==> src/rtl/apb_pkg.sv <==
// apb_pkg: shared types for the APB initiator.
// FSM state enum and the latched response bundle.
package apb_pkg;

  localparam int APB_DW = 32;

  typedef enum logic [1:0] {
    IDLE,
    SETUP,
    ACCESS,
    RESP
  } apb_mst_state_t;

  typedef struct packed {
    logic [APB_DW-1:0] rdata;
    logic              err;
    logic              timeout;
  } apb_mst_rsp_t;

endpackage

==> src/rtl/apb_mst_if.sv <==
// apb_mst_if: command, response and APB bus bundle.
// master = initiator side, slave = requester/responder side.
interface apb_mst_if #(
  parameter int AW = 32,
  parameter int DW = 32
) ();

  logic          cmd_valid;
  logic          cmd_ready;
  logic          cmd_write;
  logic [AW-1:0] cmd_addr;
  logic [DW-1:0] cmd_wdata;
  logic          rsp_valid;
  logic          rsp_ready;
  logic [DW-1:0] rsp_rdata;
  logic          rsp_err;
  logic          rsp_timeout;
  logic          psel;
  logic          penable;
  logic          pwrite;
  logic [AW-1:0] paddr;
  logic [DW-1:0] pwdata;
  logic [DW-1:0] prdata;
  logic          pready;
  logic          pslverr;

  modport master (
    input  cmd_valid, cmd_write,
    input  cmd_addr, cmd_wdata,
    output cmd_ready,
    output rsp_valid, rsp_rdata,
    output rsp_err, rsp_timeout,
    input  rsp_ready,
    output psel, penable, pwrite,
    output paddr, pwdata,
    input  prdata, pready, pslverr
  );

  modport slave (
    output cmd_valid, cmd_write,
    output cmd_addr, cmd_wdata,
    input  cmd_ready,
    input  rsp_valid, rsp_rdata,
    input  rsp_err, rsp_timeout,
    output rsp_ready,
    input  psel, penable, pwrite,
    input  paddr, pwdata,
    output prdata, pready, pslverr
  );

endinterface

==> src/rtl/apb_mst.sv <==
// apb_mst: single-beat command -> APB SETUP/ACCESS initiator.
// Ports: pclk, presetn (async low), bus (cmd/rsp/APB). Macro APB_MST_TIMEOUT_EN.
module apb_mst
  import apb_pkg::*;
#(
  parameter int ADDR_WIDTH     = 32,
  parameter int DATA_WIDTH     = APB_DW,
  parameter int TIMEOUT_CYCLES = 255
) (
  input logic       pclk,
  input logic       presetn,
  apb_mst_if.master bus
);

  apb_mst_state_t state_q, state_d;
  apb_mst_rsp_t   rsp_q, rsp_d;

  logic                  psel_q, psel_d;
  logic                  pen_q, pen_d;
  logic                  pwrite_q;
  logic [ADDR_WIDTH-1:0] paddr_q;
  logic [DATA_WIDTH-1:0] pwdata_q;
  logic                  done;
  logic                  tmo;

  assign done = (state_q == ACCESS) && bus.pready;

`ifdef APB_MST_TIMEOUT_EN
  localparam int CW = $clog2(TIMEOUT_CYCLES + 1);

  logic [CW-1:0] wcnt_q;

  always_ff @(posedge pclk or negedge presetn) begin
    if (!presetn) begin
      wcnt_q <= '0;
    end else if (state_q == SETUP) begin
      wcnt_q <= '0;
    end else if (state_q == ACCESS && !bus.pready) begin
      wcnt_q <= wcnt_q + CW'(1);
    end
  end

  // ready on the limit cycle still wins
  assign tmo = (state_q == ACCESS) && !bus.pready &&
               (wcnt_q == CW'(TIMEOUT_CYCLES));
`else
  assign tmo = 1'b0;

  // counter not built; parameter kept for a uniform list
  if (TIMEOUT_CYCLES < 0) begin : g_no_tmo
  end
`endif

  always_ff @(posedge pclk or negedge presetn) begin
    if (!presetn) begin
      state_q <= IDLE;
    end else begin
      state_q <= state_d;
    end
  end

  always_comb begin
    state_d = state_q;
    unique case (state_q)
      IDLE:    if (bus.cmd_valid) state_d = SETUP;
      SETUP:   state_d = ACCESS;
      ACCESS:  if (done || tmo) state_d = RESP;
      RESP:    if (bus.rsp_ready) state_d = IDLE;
      default: state_d = IDLE;
    endcase
  end

  // strobes decoded from next state, then registered
  always_comb begin
    psel_d = (state_d == SETUP) || (state_d == ACCESS);
    pen_d  = (state_d == ACCESS);
  end

  always_comb begin
    rsp_d = rsp_q;
    unique case (1'b1)
      done: begin
        rsp_d.rdata   = pwrite_q ? '0 : APB_DW'(bus.prdata);
        rsp_d.err     = bus.pslverr;
        rsp_d.timeout = 1'b0;
      end
      tmo: begin
        rsp_d.rdata   = '0;
        rsp_d.err     = 1'b1;
        rsp_d.timeout = 1'b1;
      end
      default: ;
    endcase
  end

  always_ff @(posedge pclk or negedge presetn) begin
    if (!presetn) begin
      psel_q   <= 1'b0;
      pen_q    <= 1'b0;
      pwrite_q <= 1'b0;
      paddr_q  <= '0;
      pwdata_q <= '0;
      rsp_q    <= '0;
    end else begin
      psel_q <= psel_d;
      pen_q  <= pen_d;
      rsp_q  <= rsp_d;
      if (state_q == IDLE && bus.cmd_valid) begin
        pwrite_q <= bus.cmd_write;
        paddr_q  <= bus.cmd_addr;
        pwdata_q <= bus.cmd_wdata;
      end
    end
  end

  assign bus.cmd_ready   = (state_q == IDLE);
  assign bus.rsp_valid   = (state_q == RESP);
  assign bus.rsp_rdata   = DATA_WIDTH'(rsp_q.rdata);
  assign bus.rsp_err     = rsp_q.err;
  assign bus.rsp_timeout = rsp_q.timeout;
  assign bus.psel        = psel_q;
  assign bus.penable     = pen_q;
  assign bus.pwrite      = pwrite_q;
  assign bus.paddr       = paddr_q;
  assign bus.pwdata      = pwdata_q;

endmodule

==> src/flat_wrapper.sv <==
// flat-port wrapper written by rule: the top's interface ports become plain ports
module apb_mst_flat import apb_pkg::*;
#(
  parameter int ADDR_WIDTH     = 32,
  parameter int DATA_WIDTH     = APB_DW,
  parameter int TIMEOUT_CYCLES = 255
)
  (pclk, presetn, bus_cmd_valid, bus_cmd_write, bus_cmd_addr, bus_cmd_wdata, bus_cmd_ready, bus_rsp_valid, bus_rsp_rdata, bus_rsp_err, bus_rsp_timeout, bus_rsp_ready, bus_psel, bus_penable, bus_pwrite, bus_paddr, bus_pwdata, bus_prdata, bus_pready, bus_pslverr);
  apb_mst_if bus_i ();
  input logic pclk;
  input logic presetn;
  input wire logic [$bits(bus_i.cmd_valid)-1:0] bus_cmd_valid;
  input wire logic [$bits(bus_i.cmd_write)-1:0] bus_cmd_write;
  input wire logic [$bits(bus_i.cmd_addr)-1:0] bus_cmd_addr;
  input wire logic [$bits(bus_i.cmd_wdata)-1:0] bus_cmd_wdata;
  output wire logic [$bits(bus_i.cmd_ready)-1:0] bus_cmd_ready;
  output wire logic [$bits(bus_i.rsp_valid)-1:0] bus_rsp_valid;
  output wire logic [$bits(bus_i.rsp_rdata)-1:0] bus_rsp_rdata;
  output wire logic [$bits(bus_i.rsp_err)-1:0] bus_rsp_err;
  output wire logic [$bits(bus_i.rsp_timeout)-1:0] bus_rsp_timeout;
  input wire logic [$bits(bus_i.rsp_ready)-1:0] bus_rsp_ready;
  output wire logic [$bits(bus_i.psel)-1:0] bus_psel;
  output wire logic [$bits(bus_i.penable)-1:0] bus_penable;
  output wire logic [$bits(bus_i.pwrite)-1:0] bus_pwrite;
  output wire logic [$bits(bus_i.paddr)-1:0] bus_paddr;
  output wire logic [$bits(bus_i.pwdata)-1:0] bus_pwdata;
  input wire logic [$bits(bus_i.prdata)-1:0] bus_prdata;
  input wire logic [$bits(bus_i.pready)-1:0] bus_pready;
  input wire logic [$bits(bus_i.pslverr)-1:0] bus_pslverr;
  assign bus_i.cmd_valid = bus_cmd_valid;
  assign bus_i.cmd_write = bus_cmd_write;
  assign bus_i.cmd_addr = bus_cmd_addr;
  assign bus_i.cmd_wdata = bus_cmd_wdata;
  assign bus_cmd_ready = bus_i.cmd_ready;
  assign bus_rsp_valid = bus_i.rsp_valid;
  assign bus_rsp_rdata = bus_i.rsp_rdata;
  assign bus_rsp_err = bus_i.rsp_err;
  assign bus_rsp_timeout = bus_i.rsp_timeout;
  assign bus_i.rsp_ready = bus_rsp_ready;
  assign bus_psel = bus_i.psel;
  assign bus_penable = bus_i.penable;
  assign bus_pwrite = bus_i.pwrite;
  assign bus_paddr = bus_i.paddr;
  assign bus_pwdata = bus_i.pwdata;
  assign bus_i.prdata = bus_prdata;
  assign bus_i.pready = bus_pready;
  assign bus_i.pslverr = bus_pslverr;
  apb_mst #(.ADDR_WIDTH(ADDR_WIDTH), .DATA_WIDTH(DATA_WIDTH), .TIMEOUT_CYCLES(TIMEOUT_CYCLES)) u_core (.pclk(pclk), .presetn(presetn), .bus(bus_i));
endmodule
==> config.mk <==
export PLATFORM = sky130hd
export DESIGN_NAME = apb_mst_flat
export DESIGN_NICKNAME = d
export VERILOG_FILES = /design/src/rtl/apb_pkg.sv /design/src/rtl/apb_mst_if.sv /design/src/rtl/apb_mst.sv /design/src/flat_wrapper.sv
export SDC_FILE = /design/constraint.sdc
export NUM_CORES = 1
export LEC_CHECK = 0
export BUFFER_PORTS_ARGS = -buffer_cell sky130_fd_sc_hd__buf_2
export CAP_MARGIN = 5
export CORE_MARGIN = 2
export CORE_UTILIZATION = 50
export CTS_CLUSTER_DIAMETER = 120
export CTS_CLUSTER_SIZE = 24
export DETAILED_ROUTE_END_ITERATION = 8
export GPL_TIMING_DRIVEN = 0
export PLACE_DENSITY_LB_ADDON = 0.1
export SYNTH_ARGS = -nofsm -noshare
export SYNTH_HDL_FRONTEND = slang
export SYNTH_SLANG_ARGS = --single-unit
==> constraint.sdc <==
create_clock -name pclk -period 4.6 [get_ports pclk]
set_clock_uncertainty 0.2 [all_clocks]
set_input_delay 0.69 -clock pclk [delete_from_list [all_inputs] [get_ports pclk]]
set_output_delay 0.69 -clock pclk [all_outputs]
set_load 0.05 [all_outputs]
* Word-level counts from Yosys, hierarchy flattened *
Cells that the tools add are included.

cells by class
  $add $sub $neg = 0
  multipliers = 0
  div/mod/pow operators = 0
  magnitude comparators = 0
  eq/ne operators = 5
  shifts and indexed selects = 0
  multiplexer cells = 5
  bitwise operators = 0
  reductions and logical operators = 4

operators with widths
  kind                  number
  $mux W32              1
  $pmux W2 S4           1
  $eq A2 B2 Y1 const B  3
  $mux W2               3
  $eq A2 B1 Y1 const B  2
  $logic_and A1 B1 Y1   2
  $logic_not A2 Y1      1
  $logic_or A1 B1 Y1    1

word-level totals
  register bits = 102
  bits in latches = 0
  RAM bits = 0
  ROM bits = 0
  bits of input ports = 103
  output and inout port bits = 103
  word-level logic and storage cells = 22
  memories = 0

* Longest topological paths before layout *
Gate-level depths: netlist (run 1).

  depth in word-level cells = 6
  mapped depth = 5
  depth with buffers taken out = 5

* Worst setup path after synthesis (run 1) *
OpenSTA, ideal clock, no wires.

  path kind = reg-to-reg
  start = register u_core.state_q[1]
  end = register u_core.paddr_q[0] (netlist: u_core.bus.paddr[0])
  library setup time = 125 ps
  data arrival time = 1720 ps
  data required time = 4275 ps
  setup slack = 2555 ps
  cell stages (with the launch flop) = 6
  path buffers = 2
  period minus slack after synthesis = 2045 ps
  cells stage by stage = dfrtp_1 -> nor2_2 -> and2_4 -> buf_12 -> buf_12 -> mux2_4

between the ends
  word-level cells in the longest chain between the ends = 2

ends and longest elaborated chain
  what                    RTL line            text
  start, declared         apb_mst.sv:15       apb_mst_state_t state_q, state_d;
  start signal, assigned  apb_mst.sv:58       state_q <= state_d;
  $logic_not A2 Y1        -
  via bus_cmd_ready       flat_wrapper.sv:16  output wire logic [$bits(bus_i.cmd_ready)-1:0] bus_cmd_ready;
  $logic_and A1 B1 Y1     apb_mst.sv:108      if (state_q == IDLE && bus.cmd_valid) begin
  end signal, assigned    apb_mst.sv:110      paddr_q <= bus.cmd_addr;
  end, declared           apb_mst.sv:21       logic [ADDR_WIDTH-1:0] paddr_q;

The timed path passes the listed nets, and every way through them passes these cells.
A chain may end at the register's enable or synchronous reset.

* Worst setup path in the final report (run 1) *
  start = register u_core.state_q[1]
  end = output bus_cmd_ready

between the ends
  word-level cells in the longest chain between the ends = 1

ends and longest elaborated chain
  what              RTL line            text
  $logic_not A2 Y1  apb_mst.sv:116      assign bus.cmd_ready = (state_q == IDLE);
  end, declared     flat_wrapper.sv:16

Every way passes these cells.

==> metrics.txt, run 1 <==
status=finished clean; Seq/Total Area, Yosys=0.6037; post-CTS setup buffer count=0; Die H=95.96 µm; number of global-route vias before repair=2886; max layer used=met4; Startpoint Class=flop; post-synthesis net count=400; R2R Setup Slk=2870 ps; Seq cells post-synth=102; Die Wd=95.96 µm; Cell Chain, Critical Path=nor2_2 -> buf_2; Tcrit/Tclk final=0.4657; Slew Limit Fails=0; Synth warnings=0; cell count after synthesis=296; f_max=466.8 MHz; CP max stage cell=dfrtp_1; Port-buffer cells=204; WL final=9108 µm; Yosys top cell area share=0.6037; first-pass GRT wire length=14170 µm; share of cells above drive strength 1=0.5783; met2 routed WL=4329 µm; Vias/cell=4.786; post-cts sizing count=0; clk_lat worst skew=340 ps; crit-path max FO=4; CTS sink count=102; Final Setup Violations=0; Layout Utilization=0.6801; number of antenna violations at the first check in global routing=0; Vias=2977; delay-heaviest family, CP=flip-flops; reg2reg start=u_core.state_q[1]; Max-cap violations=0; critical path startpoint=u_core.state_q[1]; largest net degree at the start of global routing=59; Critical Path RT=3710 ps; Longest Clk Path Bufs=2; Slew headroom=0.6212; # rows=33; Core Area=8217 µm²; Remaining Overflow, GRT=0; actual slew at the worst max-slew pin=568.2 ps; Setup crit end kind=primary output; WS Path Type=reg2out; DR WL/cell=14.64 µm; All-Layer GR Usage=0.2006; hold buffer count at cts=0; CTS tree=built; wire length on met1=3801 µm; Final Wtd Congestion=0.7672; CTS buffer count=9; Synth Flop Type=dfrtp_1; Met3 Wirelength=835 µm; Buf/Inv on CP=1; Synth area leader=dfrtp_1; Clock transition at path regs=100 ps; crit path time final=2142 ps; CP Data Arrival Time=1250 ps; most instantiated library cell after synthesis=dfrtp_1; Area Growth Syn to Fin=32.17%; drt first pass iters=4; Die Footprint=9207 µm²; root buffer cell=clkbuf_8; commonest cells in the synthesized netlist=102 x dfrtp_1, 50 x mux2_4, 34 x nand2_1; reg2reg end=u_core.bus.paddr[10]; placed wire-length estimate=6857 µm; Sum Neg Setup Slack=0 ps; worst reg-to-reg path cell count=5; # IOs=206; final hold vios=0; async set or reset register ratio after synthesis=1.000; final-stage net count=616; main area contributors after synthesis=dfrtp_1 60%, mux2_4 18%, nand2b_1 4.7%; Syn Area/Cell=14.28 µm²; Routed Antenna Nets=0; RSZ-0062 raised after global routing=false; htree depth=3; CP max stage delay=420 ps; Initial Utilization=0.5145; synth unique cells=21; EDFF count, synth=0; Post-Syn Area=4228 µm²; DR iter-0 viols=42; DRC viols=0; # diodes=0; Hold WC Path Type=in2async; fin area=5588 µm²; Cell Area, Placed=5410 µm²
## layer usage
metal  track usage  vias to the layer above
met5             0                        -
met4       0.06667                        0
met3       0.06265                       11
met2        0.3281                      120
met1        0.2545                     1428
li1              -                     1418
## layout make-up
type / count / area, µm²
inverters: 1 / 3.754
clock inverters: 4 / 32.53
fillers: 642 / 2629
clock buffers: 12 / 145.1
multi-input cells: 175 / 1494
repair buffers: 205 / 1051
flip-flops and latches: 102 / 2552
plain buffers: 18 / 177.7
well taps: 105 / 131.4
## layout by cell type (no fill, tap or decap)
cell type and instances:
buf_2 207, dfrtp_1 102, mux2_4 50, nand2_1 34, o21ai_0 33, nand2b_1 32, mux2_2 16, clkbuf_8 10
clkbuf_1 7, buf_12 6, buf_4 3, and2_1 2, clkinvlp_4 2, clkinv_4 2, nor2_2 1, a21oi_1 1
and2b_1 1, nor2b_1 1, inv_1 1, and2_4 1, nand3b_1 1, buf_1 1, ha_1 1, conb_1 1
buf_16 1
## per-stage QoR
step / std cells / hold WS, ps / setup WS (ps)
finish: 622 / 123.7 / 2458
global route: 622 / 152.7 / 2366
CTS: 622 / 132.3 / 2439
detailed placement: 606 / 265.1 / 2645
global placement: 605 / 258.9 / 1612
floorplan: 296 / 194.4 / 2555
## kinds of logic after synthesis
group | count (synthesis) | synth area share
fa+ha+maj | 1 | 0.002959
simple gates | 73 | 0.08908
other cells | 1 | 0.0008870
flops | 102 | 0.6037
buf+inv | 19 | 0.04291
compound gates | 34 | 0.04025
mux | 66 | 0.2202
## sequential cells by signal (all words and copies together), names as in the netlist
signal and cells:
u_core.bus.pwrite 1, u_core.bus.rsp_err 1, u_core.bus.rsp_rdata 32, u_core.bus.pwdata 32, u_core.bus.penable 1, u_core.state_q 2
u_core.bus.psel 1, u_core.bus.paddr 32
## how the worst max path moves through the flow
stage	to	slack, ps	depth (start not counted)
after CTS	bus_cmd_ready	2440	2
final	bus_cmd_ready	2460	2
after global routing	bus_cmd_ready	2370	2
after floorplan	u_core.bus.paddr[0]	2560	5
after global placement	u_core.bus.rsp_rdata[17]	1610	1
after detailed placement	u_core.bus.rsp_rdata[24]	2640	5
Power of run 1 is left out: the tool's default activity adds up to more than one toggle a clock period on the data nets, which glitch-free logic cannot reach.
==> run 2, diff against run 1 <==
--- a/config.mk
+++ b/config.mk
@@ -8,7 +8,7 @@
 export BUFFER_PORTS_ARGS = -buffer_cell sky130_fd_sc_hd__buf_2
 export CAP_MARGIN = 5
 export CORE_MARGIN = 2
-export CORE_UTILIZATION = 50
+export CORE_UTILIZATION = 42
 export CTS_CLUSTER_DIAMETER = 120
 export CTS_CLUSTER_SIZE = 24
 export DETAILED_ROUTE_END_ITERATION = 8
==> constraint.sdc (replaced) <==
create_clock -name pclk -period 1.9 [get_ports pclk]
set_clock_uncertainty 0.2 [all_clocks]
set_input_delay 0.285 -clock pclk [delete_from_list [all_inputs] [get_ports pclk]]
set_output_delay 0.285 -clock pclk [all_outputs]
set_load 0.05 [all_outputs]
==> run 2 against run 1 <==
Flip-flop and latch count did not move. Register-to-register slack got worse by 2700 ps. Critical path depth did not move. Critical path type unchanged. Highest routed layer unchanged.
==> metrics.txt, run 2 (synthesized netlist as in run 1, its figures left out) <==
Die Wd=104.3 µm; reg2reg start=u_core.state_q[1]; grt peak-use layer=met2; Remaining Overflow, GRT=0; Port-buffer cells=204; Die Footprint=10880 µm²; Startpoint Class=flop; Worst Setup Slack, final=189.3 ps; All-Layer GR Usage=0.2116; Critical Path RT=1410 ps; # rows=36; htree depth=3; share of cells above drive strength 1=0.4838; Clock transition at path regs=90 ps; Worst Hold Depth=4; commonest non-fill, non-tap cell in the layout=buf_2; CTS sink count=102; status=finished clean; Vias=3344; Seq. cell area=2552 µm²; multi-input logic area=1499 µm²; DR iter-0 viols=128; final hold vios=0; CTS tree=built; LEAKAGE=3.315 nW; first-pass GRT wire length=18400 µm; post-cts sizing count=0; # IOs=206; Vias/cell=4.453; DRC viols=0; hold wc startpoint=bus_pready; CTS buffer count=9; # diodes=0; crit path time final=1711 ps; DR WL/cell=14.83 µm; post-CTS setup buffer count=0; f_max=584.6 MHz; crit-path max FO=4; Die H=104.3 µm; GRT met1 Usage=0.2611; placed wire-length estimate=7100 µm; root buffer cell=clkbuf_8; GR Util met3=0.06015; Tcrit/Tclk final=0.9004; dpl ws=203.8 ps; CP Data Arrival Time=1230 ps; Routed Antenna Nets=0; Core Area=9774 µm²; drt first pass iters=4; Final Wtd Congestion=0.7504; Hold WC Path Type=in2reg; WS Path Type=reg2out; Initial Utilization=0.4325; reg2reg end=u_core.bus.paddr[22]; M2 GR Usage=0.3655; largest net degree at the start of global routing=58; Slew Limit Fails=0; clk_lat worst skew=350 ps; Area Growth Syn to Fin=57.00%; Slew headroom=0.5877; critical path startpoint=u_core.state_q[1]; RSZ-0062 raised after global routing=false; actual slew at the worst max-slew pin=618.4 ps; number of global-route vias before repair=3664; hold slack=118.3 ps; most frequent cells in the layout=207 x buf_2, 102 x dfrtp_1, 101 x dlygate4sd3_1, 50 x mux2_4, 34 x nand2_1; Max VDD drop=0.9154 mV; number of antenna violations at the first check in global routing=0; worst reg-to-reg path cell count=5; Max-cap violations=0; WL final=11140 µm; Longest Clk Path Bufs=2; FILL cells=735; Layout Utilization=0.6791; PD cells=1871 nW/µm²; Final Setup Violations=0; final-stage net count=717; Setup crit end kind=primary output; R2R Setup Slk=210 ps; WHS Endpoint=u_core.state_q[0]
run 2: cell type report:
class	count	area share
Inverter	1	0.0005655
Tap cell	133	0.02507
Clock inverter	4	0.004713
Timing Repair Buffer	306	0.3107
Clock buffer	12	0.02187
Multi-Input combinational cell	175	0.2258
Sequential cell	102	0.3845
Buffer	18	0.02677
run 2: per-layer routing:
| metal | vias to the layer above | wire length (µm) |
|---|---|---|
| met5 | - | 0 |
| met4 | 0 | 130 |
| met3 | 15 | 629 |
| met2 | 123 | 5673 |
| met1 | 1588 | 4706 |
| li1 | 1618 | - |
run 2: power by group:
| group | total, W | leakage [nW] | switching, W | internal, W |
|---|---|---|---|---|
| Combinational | 0.00742 | 1.99 | 0.00509 | 0.00234 |
| Clock | 0.00125 | 0.0792 | 0.000733 | 0.000519 |
| Sequential | 0.00374 | 1.24 | 0.000541 | 0.00320 |
run 2: critical path: stages (launching register included):
cell,delay [ps]
dfrtp_1,440
nor2_4,150
buf_2,280
run 2: metrics by stage:
stage,setup TNS [ps],cell area (µm²),total power [W],instances
after global placement,-77660,5420,0.01093,633
final,0,6638,0.01242,751
after global routing,0,6638,0.01306,751
after floorplan,0,4233,0.009360,296
after CTS,0,6638,0.01249,751
after detailed placement,0,5450,0.01104,634
run 2: how the worst max path moves through the flow:
| stage | endpoint | slack, ps | cells past startpoint |
|---|---|---|---|
| after floorplan | u_core.bus.paddr[0] | 50 | 5 |
| after global placement | u_core.bus.rsp_rdata[17] | -770 | 1 |
| after detailed placement | u_core.bus.rsp_rdata[28] | 200 | 4 |
| after CTS | bus_cmd_ready | 160 | 2 |
| after global routing | u_core.bus.rsp_rdata[28] | 40 | 4 |
| final | bus_cmd_ready | 190 | 2 |
run 2: repair_timing:
item / in CTS / in global routing
hold buffers: 101 / 0
setup endpoints to repair: 0 / 0
endpoints found under the hold margin: 145 / 0
Power figures use the tool's default switching activity.
==> run 3, diff against run 2 <==
--- a/config.mk
+++ b/config.mk
@@ -13,7 +13,8 @@
 export CTS_CLUSTER_SIZE = 24
 export DETAILED_ROUTE_END_ITERATION = 8
 export GPL_TIMING_DRIVEN = 0
-export PLACE_DENSITY_LB_ADDON = 0.1
+export MAX_ROUTING_LAYER = met4
+export PLACE_DENSITY = 0.85
 export SYNTH_ARGS = -nofsm -noshare
 export SYNTH_HDL_FRONTEND = slang
 export SYNTH_SLANG_ARGS = --single-unit
==> run 3 against run 2 <==
Register-to-register slack lost 30 ps. Non-clock buffer count shrank 1. Critical path depth is the same. Flip-flop and latch count is the same. Wire length grew 11%. First-iteration DRC count grew 7.0%. Sequential share of layout area shrank 0.18 points. Critical path type unchanged. Critical endpoint is now bus_rsp_valid. Clock-buffer cell count is the same.
==> metrics.txt, run 3 (synthesized netlist as in run 1, its figures left out) <==
LEAKAGE=3.342 nW; WHS Endpoint=u_core.bus.rsp_rdata[4]; clk_lat worst skew=350 ps; DR iter-0 viols=137; Setup crit end kind=primary output; Clock transition at path regs=90 ps; crit-path max FO=5; reg2reg start=u_core.state_q[1]; CTS sink count=102; status=finished clean; first-pass GRT wire length=19750 µm; root buffer cell=clkbuf_8; Die Footprint=10880 µm²; post-cts sizing count=0; placed wire-length estimate=7454 µm; Startpoint Class=flop; FILL cells=668; Core Area=9774 µm²; Worst Hold Depth=3; WS Path Type=reg2out; commonest non-fill, non-tap cell in the layout=buf_2; Vias/cell=4.700; hold wc startpoint=bus_prdata[4]; Vias=3530; Initial Utilization=0.4325; share of cells above drive strength 1=0.4846; Max VDD drop=1.024 mV; Port-buffer cells=204; Hold WC Path Type=in2reg; most frequent cells in the layout=207 x buf_2, 102 x dfrtp_1, 100 x dlygate4sd3_1, 50 x mux2_4, 34 x nand2_1; Slew headroom=0.5415; final-stage net count=716; crit path time final=1778 ps; All-Layer GR Usage=0.2364; DR WL/cell=16.40 µm; Cell Area, Placed=5450 µm²; f_max=562.6 MHz; largest net degree at the start of global routing=54; number of antenna violations at the first check in global routing=1; Slew Limit Fails=0; actual slew at the worst max-slew pin=687.7 ps; Final Setup Violations=0; M2 GR Usage=0.4197; Max-cap violations=0; drt first pass iters=4; R2R Setup Slk=180 ps; Longest Clk Path Bufs=2; GR Util met3=0.04261; number of global-route vias before repair=3826; # IOs=206; WL final=12320 µm; htree depth=3; Cells after DPL=634; Remaining Overflow, GRT=0; Die H=104.3 µm; RSZ-0062 raised after global routing=false; Die Wd=104.3 µm; Layout Utilization=0.6823; # rows=36; Critical Path RT=1410 ps; Tcrit/Tclk final=0.9355; CTS buffer count=9; final hold vios=0; fin cells=751; PD cells=1917 nW/µm²; DRC viols=0; Routed Antenna Nets=0; worst reg-to-reg path cell count=5; GRT met1 Usage=0.2633; grt peak-use layer=met2; CTS tree=built; reg2reg end=u_core.bus.paddr[8]; Final Wtd Congestion=0.8076; fin area=6669 µm²; Area Growth Syn to Fin=57.74%; CP Data Arrival Time=1290 ps
==> run 3: worst max-delay path, cell delays in order (launching register included) <==
cell	delay (ps)
dfrtp_1	460
and2_1	200
buf_2	280
==> run 3: repair_timing <==
| item | 4_1_cts | 5_1_grt |
|---|---|---|
| endpoints found under the hold margin | 151 | 0 |
| hold buffers | 100 | 0 |
| setup buffers | 0 | 0 |
| setup endpoints to repair | 0 | 0 |
==> run 3: worst max-delay path by stage <==
| stage | start | end | slack, ps | cells past startpoint |
|---|---|---|---|---|
| 6_report | u_core.state_q[0] | bus_rsp_valid | 120 | 2 |
| 5_1_grt | u_core.state_q[0] | bus_rsp_valid | 70 | 2 |
| 4_1_cts | u_core.state_q[0] | bus_rsp_valid | 130 | 2 |
| 3_5_place_dp | u_core.state_q[1] | u_core.bus.paddr[8] | 200 | 5 |
| 3_3_place_gp | presetn | u_core.bus.rsp_rdata[13] | -600 | 1 |
| 2_1_floorplan | u_core.state_q[1] | u_core.bus.paddr[0] | 50 | 5 |
==> run 3: layer usage <==
metal / part of all wire / vias to the layer above
li1: - / 1616
met1: 0.38 / 1725
met4: 0.024 / 0
met5: 0 / -
met2: 0.54 / 165
met3: 0.055 / 24
==> run 3: through the flow <==
stage / setup TNS [ps] / hold WS [ps] / setup slack, ps / total power (W)
floorplan: 0 / -210.6 / 53.12 / 0.009360
global placement: -60750 / 260.4 / -603.4 / 0.01088
finish: 0 / 31.58 / 122.5 / 0.01278
global route: 0 / 24.03 / 70.31 / 0.01333
CTS: 0 / 6.707 / 130.1 / 0.01274
detailed placement: 0 / 169.5 / 202.0 / 0.01107
==> run 3: cell type report <==
type | instances | area [µm²] | share of cell area
Antenna cell | 1 | 2.502 | 0.0003752
Buffer | 18 | 177.7 | 0.02664
Clock buffer | 12 | 145.1 | 0.02176
Clock inverter | 4 | 70.07 | 0.01051
Inverter | 1 | 3.754 | 0.0005629
Multi-Input combinational cell | 175 | 1499 | 0.2248
Sequential cell | 102 | 2552 | 0.3827
Tap cell | 133 | 166.4 | 0.02495
Timing Repair Buffer | 305 | 2052 | 0.3077
==> run 3: power by group <==
group	internal (W)	switching, W
Clock	0.000776	0.000714
Sequential	0.00321	0.000632
Combinational	0.00234	0.00512
Total	0.00632	0.00647
